### src/rtl/my_logic_alu_pkg.sv
// Shared types and helpers for the multi-lane logic/arithmetic unit.
// Op encoding is fixed; codes 6 and 7 are reserved and flagged as errors.
package my_logic_alu_pkg;

   localparam int OP_W = 3;

   typedef enum logic [OP_W-1:0] {
      OP_AND  = 3'd0,
      OP_OR   = 3'd1,
      OP_XOR  = 3'd2,
      OP_NAND = 3'd3,
      OP_ADD  = 3'd4,
      OP_SUB  = 3'd5
   } op_t;

   function automatic logic is_legal_op(input logic [OP_W-1:0] op);
      return (op <= OP_W'(OP_SUB));
   endfunction

endpackage

### src/rtl/my_logic_alu_lane.sv
// One combinational lane: WIDTH-bit operands in, WIDTH+1-bit result out.
// The extra MSB carries the add carry-out or the subtract borrow.
module my_logic_alu_lane
   import my_logic_alu_pkg::*;
#(
   parameter int INPUT_WIDTH = 1
) (
   input  logic [OP_W-1:0]        op,
   input  logic [INPUT_WIDTH-1:0] a,
   input  logic [INPUT_WIDTH-1:0] b,
   output logic [INPUT_WIDTH:0]   r
);

   always_comb begin
      r = '0;
      case (op)
         OP_AND:  r = {1'b0, a & b};
         OP_OR:   r = {1'b0, a | b};
         OP_XOR:  r = {1'b0, a ^ b};
         OP_NAND: r = {1'b0, ~(a & b)};
         OP_ADD:  r = {1'b0, a} + {1'b0, b};
         // Wraps modulo 2^(W+1), so the MSB is set exactly when a < b.
         OP_SUB:  r = {1'b0, a} - {1'b0, b};
         default: r = '0;
      endcase
   end

endmodule

### src/rtl/my_logic_alu.sv
// Two-stage valid/ready pipeline around NUM_CH parallel ALU lanes:
// S1 holds operands and op, S2 holds the computed result and error flag.
module my_logic_alu
   import my_logic_alu_pkg::*;
#(
   parameter int INPUT_WIDTH = 1,
   parameter int NUM_CH      = 1,
   parameter int CNT_WIDTH   = 16
) (
   input  logic                                clock_in,
   input  logic                                reset_in,
   input  logic [OP_W-1:0]                     op_in,
   input  logic [NUM_CH*INPUT_WIDTH-1:0]       a_in,
   input  logic [NUM_CH*INPUT_WIDTH-1:0]       b_in,
   input  logic                                in_valid_in,
   output logic                                in_ready_out,
   output logic [NUM_CH*(INPUT_WIDTH+1)-1:0]   c_out,
   output logic                                err_out,
   output logic                                out_valid_out,
   input  logic                                out_ready_in,
   output logic [CNT_WIDTH-1:0]                count_out
);

   localparam int LW = INPUT_WIDTH + 1;

   typedef logic [NUM_CH-1:0][INPUT_WIDTH-1:0] opnd_t;
   typedef logic [NUM_CH-1:0][LW-1:0]          res_t;

   logic              s1_valid_q, s1_valid_d;
   logic [OP_W-1:0]   s1_op_q, s1_op_d;
   opnd_t             s1_a_q, s1_a_d;
   opnd_t             s1_b_q, s1_b_d;

   logic              out_valid_q, out_valid_d;
   res_t              c_q, c_d;
   logic              err_q, err_d;
   logic [CNT_WIDTH-1:0] cnt_q, cnt_d;

   res_t              lane_r;
   logic              s1_adv, s2_adv;
   logic              in_xfer, out_xfer;

   for (genvar k = 0; k < NUM_CH; k++) begin : g_lane
      my_logic_alu_lane #(
         .INPUT_WIDTH(INPUT_WIDTH)
      ) u_lane (
         .op (s1_op_q),
         .a  (s1_a_q[k]),
         .b  (s1_b_q[k]),
         .r  (lane_r[k])
      );
   end

   // Ready is derived only from pipeline state and the consumer's ready,
   // never from in_valid_in, so upstream sees no combinational loop.
   assign s2_adv       = !out_valid_q || out_ready_in;
   assign s1_adv       = s2_adv;
   assign in_ready_out = !s1_valid_q || s1_adv;
   assign in_xfer      = in_valid_in && in_ready_out;
   assign out_xfer     = out_valid_q && out_ready_in;

   always_comb begin
      s1_valid_d  = s1_valid_q;
      s1_op_d     = s1_op_q;
      s1_a_d      = s1_a_q;
      s1_b_d      = s1_b_q;
      out_valid_d = out_valid_q;
      c_d         = c_q;
      err_d       = err_q;
      cnt_d       = cnt_q;

      if (in_ready_out) begin
         s1_valid_d = in_valid_in;
      end
      if (in_xfer) begin
         s1_op_d = op_in;
         s1_a_d  = a_in;
         s1_b_d  = b_in;
      end

      if (s2_adv) begin
         out_valid_d = s1_valid_q;
         c_d         = s1_valid_q ? lane_r : '0;
         err_d       = s1_valid_q && !is_legal_op(s1_op_q);
      end

      if (out_xfer) begin
         cnt_d = cnt_q + CNT_WIDTH'(1);
      end
   end

   always_ff @(posedge clock_in) begin
      if (reset_in) begin
         s1_valid_q  <= 1'b0;
         s1_op_q     <= '0;
         s1_a_q      <= '0;
         s1_b_q      <= '0;
         out_valid_q <= 1'b0;
         c_q         <= '0;
         err_q       <= 1'b0;
         cnt_q       <= '0;
      end else begin
         s1_valid_q  <= s1_valid_d;
         s1_op_q     <= s1_op_d;
         s1_a_q      <= s1_a_d;
         s1_b_q      <= s1_b_d;
         out_valid_q <= out_valid_d;
         c_q         <= c_d;
         err_q       <= err_d;
         cnt_q       <= cnt_d;
      end
   end

   assign c_out         = c_q;
   assign err_out       = err_q;
   assign out_valid_out = out_valid_q;
   assign count_out     = cnt_q;

endmodule
### config.mk
export PLATFORM = sky130hd
export DESIGN_NAME = my_logic_alu
export DESIGN_NICKNAME = d
export VERILOG_FILES = /design/src/rtl/my_logic_alu_pkg.sv /design/src/rtl/my_logic_alu_lane.sv /design/src/rtl/my_logic_alu.sv
export SDC_FILE = /design/constraint.sdc
export NUM_CORES = 1
export LEC_CHECK = 0
export CAP_MARGIN = 20
export CORE_MARGIN = 3
export CORE_UTILIZATION = 45
export DETAILED_ROUTE_END_ITERATION = 6
export HOLD_SLACK_MARGIN = 0.06
export PLACE_DENSITY = 0.74
export SYNTH_ARGS = -nofsm -noshare
export SYNTH_HDL_FRONTEND = slang
export SYNTH_SLANG_ARGS = --single-unit
export TNS_END_PERCENT = 10
### constraint.sdc
create_clock -name clock_in -period 2.4 [get_ports clock_in]
set_clock_uncertainty 0.05 [all_clocks]
set_input_delay 0.48 -clock clock_in [delete_from_list [all_inputs] [get_ports clock_in]]
set_output_delay 0.48 -clock clock_in [all_outputs]
set_load 0.01 [all_outputs]
==> results of run 1 <==
-- synthesized netlist by cell type --
cell / count / area, µm²
buf_2: 1 / 5.00
nor2_1: 13 / 48.8
inv_1: 5 / 18.8
ha_1: 4 / 50.1
xor2_1: 9 / 78.8
nand2b_1: 2 / 12.5
and2_1: 1 / 6.26
nand3b_1: 2 / 15.0
and3_1: 3 / 18.8
a21oi_1: 14 / 70.1
nand3_1: 11 / 55.1
and4_1: 3 / 26.3
dfxtp_1: 26 / 521
nand4_1: 5 / 31.3
nor2b_1: 2 / 12.5
o21ai_0: 6 / 30.0
clkbuf_1: 4 / 15.0
or2_2: 1 / 6.26
nand4_2: 1 / 12.5
buf_6: 1 / 11.3
nand2_1: 16 / 60.1
a211oi_1: 1 / 7.51
nand2_4: 1 / 11.3
a211o_1: 2 / 17.5
or3_1: 5 / 31.3
a22oi_1: 1 / 7.51
xnor2_1: 2 / 17.5
-- worst reg2reg max path: stages, from the launching register on --
cell and delay (ns):
dfxtp_1 0.48, and4_1 0.40, nand4_2 0.17, or3_1 0.33, a21oi_1 0.16
-- cell type report --
cell class / instances / share of cell area
clock buffers: 3 / 0.0146
inverters: 5 / 0.0121
multi-input cells: 105 / 0.405
flip-flops and latches: 26 / 0.337
well taps: 30 / 0.0243
repair buffers: 33 / 0.207
-- worst paths after layout --
check	from	to	slack (ns)
worst min-delay path	c_out[1]	c_out[1]	0.41
worst min register to register	c_out[1]	c_out[1]	0.41
worst max-delay path	out_ready_in	in_ready_out	0.21
worst max register to register	out_valid_out	count_out[14]	0.75
-- registers in the layout (all words and copies together) (netlist names) --
name           cells
err_out            1
c_out              2
count_out         16
s1_op_q            3
s1_b_q             1
out_valid_out      1
s1_a_q             1
s1_valid_q         1
-- power groups by stage --
stage,Combinational [mW],Sequential (mW),Clock (mW)
finish,0.0613,0.449,0.177
global route,0.0680,0.451,0.204
CTS,0.0620,0.450,0.186
detailed placement,0.0606,0.459,0
global placement,0.0589,0.459,0
floorplan,0.0307,0.458,0
-- logic make-up after synthesis --
family	Yosys count
and+or+nand+nor	66
DFF	26
AOI/OAI and AO/OA	24
xor gates and xnor gates	11
buffers and inverters	11
adders and majority gates	4
-- layer usage --
layer | routed length [µm] | track usage
met4 | 0 | 0.0596
met2 | 1200 | 0.260
met3 | 126 | 0.0339
met5 | 0 | 0
met1 | 1190 | 0.205
==> flow_metrics.env, run 1 <==
export IMPL_postCtsSetupRepairBufs=0
export IMPL_io_pins=30
export IMPL_timing_worst_setup_path_type="in2out"
export IMPL_path_buf_inv=2
export IMPL_synth_top_family_by_area="simple AND/OR/NAND/NOR gates"
export IMPL_setup_violations=0
export IMPL_via_per_inst=5.39
export IMPL_fin_hold_ws_ns=0.411
export IMPL_synth_xor_area_frac=0.0805
export IMPL_ys_seq_area_frac=0.435
export IMPL_yosys_warnings=0
export IMPL_antenna_found_initial=0
export IMPL_p_leak_nw=0.588
export IMPL_avgSynthCellArea_um2=8.43
export IMPL_port_buffers=29
export IMPL_clkSlewWorstSetupHoldPaths_ns=0.13
export IMPL_irDropWorstVdd_mv=0.319
export IMPL_routed_wl_mm=2.52
export IMPL_globalplace_congestion=0.754
export IMPL_final_setup_tns_ns=0
export IMPL_dp_cells=199
export IMPL_max_slew_worst_pin_slew_ns=0.397
export IMPL_drt_pass1_iterations=4
export IMPL_antenna_cells=0
export IMPL_combPwrFrac=0.089
export IMPL_max_freq_mhz=458
export IMPL_drtIter0Drc=24
export IMPL_design_area_mm2=0.00155
export IMPL_cts_tree="built"
export IMPL_antenna_left=0
export IMPL_cp_slowest_cell="clkdlybuf4s50_1"
export IMPL_drc=0
export IMPL_clockBufferDepth=2
export IMPL_instances_no_fill=202
export IMPL_min_period_ns=2.19
export IMPL_area_growth_pct=29.2
export IMPL_seqCellArea_um2=520
export IMPL_cap_violations=0
export IMPL_final_cell_mix="clkdlybuf4s50_1, dfxtp_1, nand2_1"
export IMPL_finalPower_mw=0.688
export IMPL_synthMuxAreaShare=0
export IMPL_cts_max_level=1
export IMPL_crit_fanout=3
export IMPL_worst_setup_path_start_kind="input port"
export IMPL_clock_sinks=26
export IMPL_dieArea_mm2=0.00332
export IMPL_holdPathStages=2
export IMPL_path_delay_family="buffers and inverters"
export IMPL_nNetsFinal=187
export IMPL_cp_depth=3
export IMPL_yosys_area_share_simple=0.290
export IMPL_coreArea_mm2=0.00250
export IMPL_post_dp_hpwl_mm=1.83
export IMPL_synth_cells=142
export IMPL_hold_path_class="reg2reg"
export IMPL_p_int_mw=0.531
export IMPL_yosys_area_share_adder=0.0418
export IMPL_cts_made_buffers=3
export IMPL_die_w_um=57.6
export IMPL_power_switching_mw=0.156
export IMPL_required_ns=1.87
export IMPL_die_height_um=57.6
export IMPL_clk_latency_ns=0.31
export IMPL_pre_cts_ws_ns=0.222
export IMPL_crit_arrival_ns=1.66
export IMPL_gr_usage_all_layers=0.159
export IMPL_fin_crit_sh=0.911
export IMPL_reg2reg_depth=4
export IMPL_rows=18
export IMPL_hold_violations=0
export IMPL_clockPowerShare=0.257
export IMPL_synth_distinct_cells=27
export IMPL_crit_top_cell="clkdlybuf4s50_1"
export IMPL_multi_input_area_um2=627
export IMPL_syn_area_mm2=0.00120
export IMPL_grt_ovfl_total=0
export IMPL_status="completed"
export IMPL_vias=1088
export IMPL_cpPeakStageDelay_ns=0.55
export IMPL_synth_compound_area_frac=0.111
export IMPL_rsz0062_at_grt="false"
export IMPL_final_common_cell="clkdlybuf4s50_1"
export IMPL_cp_end_kind="output pin"
export IMPL_wire_per_inst_um=12.5
export IMPL_crit_chain="clkdlybuf4s50_1 > nand3b_1 > clkdlybuf4s50_1"
export IMPL_synth_seq_cells=26
export IMPL_layout_drive_gt1_share=0.0581
export IMPL_grt_pass1_wl_mm=4.26
export IMPL_grt_pass1_vias=1002
export IMPL_placed_cell_area_mm2=0.00152
export IMPL_sw_frac_of_total=0.227
export IMPL_grt_max_degree=27
export IMPL_power_frac_seq=0.654
export IMPL_p_per_area_mw_per_mm2=445
export IMPL_slew_violations=0
export IMPL_postCtsHoldBufs=0
export IMPL_final_util=0.619
export IMPL_slew_headroom=0.735
export IMPL_setup_ws_ns=0.214
export IMPL_synth_nets=155
export IMPL_nFillCells=225
export IMPL_initial_utilization=0.479
export IMPL_cts_root_buffer="clkbuf_4"
export IMPL_cts_resized=0
(Power assumes the default switching activity.)
==> inputs of run 2 (changes only) <==
ABC_AREA = 1   (was not set)
CAP_MARGIN = 25   (was 20)
PLACE_DENSITY = 0.73   (was 0.74)
==> run 2 against run 1 <==
Net effect:
- core utilization grew 2.2 points
- setup slack lost 0.13 ns
- total power grew 20%
- flip-flop and latch count is the same
- via count grew 13%
- combinational power grew 23%
- critical path depth grew 3
- hold slack gained 0.013 ns
- clock-buffer cell count is the same
- synthesized cell count grew 27%
- critical path type unchanged
- critical endpoint unchanged
- largest cell class unchanged
- largest power group unchanged
==> flow_metrics.env, run 2 <==
export IMPL_status="completed"
export IMPL_cts_made_buffers=3
export IMPL_synth_distinct_cells=22
export IMPL_coreArea_mm2=0.00259
export IMPL_clk_latency_ns=0.32
export IMPL_combPwrFrac=0.091
export IMPL_finalPower_mw=0.828
export IMPL_hold_violations=0
export IMPL_sw_frac_of_total=0.217
export IMPL_r2r_setup_slack_ns=0.88
export IMPL_slew_headroom=0.643
export IMPL_timing_worst_setup_path_type="in2out"
export IMPL_path_buf_inv=4
export IMPL_yosysTopAreaCell="dfxtp_1"
export IMPL_cts_root_buffer="clkbuf_4"
export IMPL_vias=1230
export IMPL_synth_cells=180
export IMPL_cts_tree="built"
export IMPL_grt_ovfl_total=0
export IMPL_avgSynthCellArea_um2=7.11
export IMPL_syn_area_mm2=0.00128
export IMPL_crit_chain="clkdlybuf4s50_1 > inv_1 > nand2_1 > inv_2 > nand2_2 > clkdlybuf4s50_1"
export IMPL_area_growth_pct=29.7
export IMPL_via_per_inst=5.08
export IMPL_clockBufferDepth=2
export IMPL_fin_crit_sh=0.964
export IMPL_path_delay_family="buffers and inverters"
export IMPL_synth_nets=193
export IMPL_crit_top_cell="clkdlybuf4s50_1"
export IMPL_synthArstFlopShare=0
export IMPL_synth_top_area_frac=0.407
export IMPL_startpoint="out_ready_in"
export IMPL_yosys_warnings=0
export IMPL_grt_pass1_vias=1132
export IMPL_synthFlopType="dfxtp_1"
export IMPL_cts_resized=0
export IMPL_critPathCapture="in_ready_out"
export IMPL_layout_drive_gt1_share=0.0802
export IMPL_port_buffers=29
export IMPL_postCtsSetupRepairBufs=0
export IMPL_final_util=0.641
export IMPL_dieArea_mm2=0.00352
export IMPL_crit_fanout=3
export IMPL_power_switching_mw=0.180
export IMPL_die_height_um=59.3
export IMPL_initial_utilization=0.494
export IMPL_cap_violations=0
export IMPL_hold_path_class="reg2reg"
export IMPL_postCtsHoldBufs=0
export IMPL_antenna_found_initial=0
export IMPL_final_common_cell="nand2_1"
export IMPL_cts_max_level=1
export IMPL_power_frac_seq=0.545
export IMPL_synth_edf_count=0
export IMPL_post_synth_top_count_cell="nand2_1"
export IMPL_slew_violations=0
export IMPL_gr_usage_all_layers=0.178
export IMPL_drt_pass1_iterations=4
export IMPL_largest_reg_flops=16
export IMPL_final_setup_tns_ns=0
export IMPL_ys_seq_area_frac=0.407
export IMPL_antenna_cells=0
export IMPL_ys_top_cells_by_area="dfxtp_1, nand2_1, inv_1"
export IMPL_max_freq_mhz=432
export IMPL_post_dp_hpwl_mm=2.06
export IMPL_rows=18
export IMPL_min_period_ns=2.31
export IMPL_antenna_left=0
export IMPL_reg2reg_from="count_out[1]"
export IMPL_r2r_end="count_out[12]"
export IMPL_crit_arrival_ns=1.78
export IMPL_cp_end_kind="output pin"
export IMPL_worst_setup_path_start_kind="input port"
export IMPL_p_leak_nw=0.699
export IMPL_routed_wl_mm=2.70
export IMPL_final_cell_mix="nand2_1, clkdlybuf4s50_1, dfxtp_1"
export IMPL_setup_violations=0
export IMPL_cpPeakStageDelay_ns=0.54
export IMPL_clkSlewWorstSetupHoldPaths_ns=0.14
export IMPL_ys_top_cells_by_count="nand2_1, dfxtp_1, inv_1, nor2_1, a21oi_1"
export IMPL_globalplace_congestion=0.795
export IMPL_cp_slowest_cell="clkdlybuf4s50_1"
export IMPL_grt_max_degree=19
export IMPL_irDropWorstVdd_mv=0.393
export IMPL_clock_sinks=26
export IMPL_rsz0062_at_grt="false"
export IMPL_drc=0
export IMPL_grt_pass1_wl_mm=4.78
export IMPL_clockPowerShare=0.364
export IMPL_io_pins=30
export IMPL_max_slew_worst_pin_slew_ns=0.535
export IMPL_p_per_area_mw_per_mm2=498
export IMPL_reg2reg_depth=6
export IMPL_nNetsFinal=226
export IMPL_p_int_mw=0.648
export IMPL_synth_seq_cells=26
export IMPL_drtIter0Drc=68
export IMPL_cp_depth=6
export IMPL_required_ns=1.87
export IMPL_die_w_um=59.3
export IMPL_wire_per_inst_um=11.2
[run 2: tightest hold or removal path, stage by stage, from the launching register on]
cell,delay (ns)
dfxtp_1,0.34
nand2_1,0.06
a21oi_1,0.05
[run 2: how the worst min path moves through the flow]
stage | from | endpoint | slack, ns | depth (start not counted)
floorplan | s1_op_q[2] | s1_op_q[2] | 0.42 | 2
global placement | c_out[0] | c_out[0] | 0.41 | 2
detailed placement | c_out[0] | c_out[0] | 0.41 | 2
CTS | c_out[0] | c_out[0] | 0.43 | 2
global route | c_out[0] | c_out[0] | 0.45 | 2
finish | c_out[0] | c_out[0] | 0.42 | 2
[run 2: final cells by class]
| class | instances | area (µm²) |
|---|---|---|
| clock inverter | 1 | 30.0 |
| inverter | 27 | 101 |
| sequential | 26 | 520 |
| tap | 30 | 37.5 |
| fill | 247 | 930 |
| clock buffer | 3 | 22.5 |
| multi-input combinational | 124 | 643 |
| timing repair buffer | 31 | 305 |
[run 2: layer usage]
layer,part of all wire,up-vias,GRT usage
met5,0,-,0
met4,0.018,0,0.0777
met3,0.040,6,0.0392
met2,0.47,22,0.279
met1,0.48,562,0.233
li1,-,640,-
[run 2: logic make-up (layout without fill, tap and decap cells)]
logic type	Yosys count	after routing	share of synthesized area
buffers and inverters	30	62	0.0909
AO/OA/AOI/OAI	36	36	0.147
flip-flops	26	26	0.407
adder cells (fa/ha/maj)	4	4	0.0391
AND/OR/NAND/NOR	82	82	0.303
XOR/XNOR	2	2	0.0137
[run 2: through the flow]
step	worst slack, ns	instances	cell area, µm²	hold slack, ns
after floorplan	1.03	180	1280	0.422
after global placement	0.0997	238	1610	0.405
after detailed placement	0.0859	238	1610	0.407
after CTS	0.0756	242	1660	0.426
after global routing	0.00349	242	1660	0.451
final	0.0871	242	1660	0.423
[run 2: power by group through the flow]
| stage | clock, mW | sequential (mW) | combinational (mW) |
|---|---|---|---|
| 6_report | 0.301 | 0.451 | 0.0755 |
| 5_1_grt | 0.334 | 0.453 | 0.0839 |
| 4_1_cts | 0.309 | 0.451 | 0.0761 |
| 3_5_place_dp | 0 | 0.460 | 0.0752 |
| 3_3_place_gp | 0 | 0.460 | 0.0730 |
| 2_1_floorplan | 0 | 0.461 | 0.0416 |
==> inputs of run 3 (changes only) <==
GPL_TIMING_DRIVEN = 0   (was not set)
==> run 3 against run 2 <==
Net effect:
- global-route usage down 1.3 points
- fmax up 18%
- sequential power about the same
- design area down 2.1%
- via count shrank 1.3%
- critical endpoint unchanged
- largest power group unchanged
==> flow_metrics.env, run 3 (synthesis results as in run 2) <==
export IMPL_cts_root_buffer="clkbuf_4"
export IMPL_clockPowerShare=0.257
export IMPL_clockBufferDepth=2
export IMPL_design_area_mm2=0.00163
export IMPL_via_per_inst=5.04
export IMPL_final_setup_tns_ns=0
export IMPL_nNetsFinal=226
export IMPL_drt_pass1_iterations=4
export IMPL_r2r_end="count_out[10]"
export IMPL_gr_usage_all_layers=0.165
export IMPL_power_switching_mw=0.170
export IMPL_layout_drive_gt1_share=0.0853
export IMPL_grt_pass1_vias=1103
export IMPL_min_period_ns=1.96
export IMPL_clkSlewWorstSetupHoldPaths_ns=0.14
export IMPL_globalplace_congestion=0.807
export IMPL_max_slew_worst_pin_slew_ns=0.318
export IMPL_sw_frac_of_total=0.241
export IMPL_timing_worst_setup_path_type="in2out"
export IMPL_holdPathStages=2
export IMPL_slew_headroom=0.788
export IMPL_crit_arrival_ns=1.43
export IMPL_coreArea_mm2=0.00259
export IMPL_slew_violations=0
export IMPL_irDropWorstVdd_mv=0.378
export IMPL_placed_cell_area_mm2=0.00160
export IMPL_setup_violations=0
export IMPL_reg2reg_from="count_out[1]"
export IMPL_port_buffers=28
export IMPL_largest_reg_flops=16
export IMPL_nFillCells=239
export IMPL_reg2reg_depth=6
export IMPL_rows=18
export IMPL_antenna_left=0
export IMPL_area_growth_pct=27.0
export IMPL_cts_made_buffers=3
export IMPL_cp_slowest_cell="clkdlybuf4s50_1"
export IMPL_io_pins=30
export IMPL_final_util=0.628
export IMPL_p_int_mw=0.536
export IMPL_grt_pass1_wl_mm=4.49
export IMPL_cts_max_level=1
export IMPL_required_ns=1.87
export IMPL_die_w_um=59.3
export IMPL_dieArea_mm2=0.00352
export IMPL_antenna_cells=0
export IMPL_final_cell_mix="nand2_1, clkdlybuf4s50_1, dfxtp_1"
export IMPL_clk_latency_ns=0.32
export IMPL_crit_top_cell="nand2_2"
export IMPL_combPwrFrac=0.104
export IMPL_rsz0062_at_grt="false"
export IMPL_worstHoldStart="reset_in"
export IMPL_status="completed"
export IMPL_final_common_cell="nand2_1"
export IMPL_cp_end_kind="output pin"
export IMPL_crit_chain="clkdlybuf4s50_1 > inv_1 > nand2_2 > inv_2 > nand2_2 > dlymetal6s2s_1"
export IMPL_fin_crit_sh=0.815
export IMPL_routed_wl_mm=2.68
export IMPL_antenna_found_initial=0
export IMPL_seqCellArea_um2=520
export IMPL_p_per_area_mw_per_mm2=434
export IMPL_wire_per_inst_um=11.1
export IMPL_whs_endpoint="count_out[11]"
export IMPL_p_leak_nw=0.684
export IMPL_die_height_um=59.3
export IMPL_worst_setup_path_start_kind="input port"
export IMPL_grt_max_degree=14
export IMPL_post_dp_hpwl_mm=2.04
export IMPL_grt_ovfl_total=0
export IMPL_multi_input_area_um2=646
export IMPL_clock_sinks=26
export IMPL_crit_fanout=6
export IMPL_r2r_setup_slack_ns=0.84
export IMPL_power_frac_seq=0.639
export IMPL_initial_utilization=0.494
export IMPL_vias=1214
export IMPL_cap_violations=0
export IMPL_cpPeakStageDelay_ns=0.50
export IMPL_hold_path_class="in2reg"
export IMPL_hold_violations=0
export IMPL_max_freq_mhz=511
export IMPL_cts_tree="built"
export IMPL_drc=0
export IMPL_drtIter0Drc=64
export IMPL_finalPower_mw=0.706
## run 3: worst max path at each step
stage / endpoint / start
after floorplan: count_out[10] / count_out[1]
after global placement: in_ready_out / out_ready_in
after detailed placement: in_ready_out / out_ready_in
after CTS: in_ready_out / out_ready_in
after global routing: in_ready_out / out_ready_in
final: in_ready_out / out_ready_in
## run 3: power by group through the flow
stage          Clock (mW)  Sequential (mW)  Combinational, mW
2_1_floorplan           0            0.461             0.0416
3_3_place_gp            0            0.460             0.0716
3_5_place_dp            0            0.461             0.0729
4_1_cts             0.186            0.451             0.0732
5_1_grt             0.202            0.453             0.0821
6_report            0.181            0.451             0.0733
## run 3: worst max-delay path: cells and delay by family
kind                   cells  cell delay (ns)
buffers and inverters      4             0.78
and+or+nand+nor            2             0.17
## run 3: through the flow
stage	hold WS [ns]	std cells	setup WS (ns)
global route	0.412	241	0.364
detailed placement	0.417	238	0.0148
CTS	0.397	241	0.00467
floorplan	0.422	180	1.03
global placement	0.403	238	0.00806
finish	0.398	241	0.443
## run 3: routing by layer
layer | part of all wire | track usage | wire (µm)
met1 | 0.49 | 0.224 | 1310
met2 | 0.44 | 0.248 | 1190
met3 | 0.048 | 0.0327 | 128
met4 | 0.018 | 0.0809 | 47
met5 | 0 | 0 | 0
## run 3: final cells by class
class                   count  share of cell area
plain buffers               3             0.00924
clock buffers               3              0.0139
inverters                  27              0.0624
multi-input cells         124               0.397
flip-flops and latches     26               0.320
well taps                  30              0.0231
repair buffers             28               0.174
## run 3: timing repair
action	CTS	global route
endpoints found under the setup margin	0	1
hold buffers	0	0
resized for setup	0	2
buffers inserted	0	0
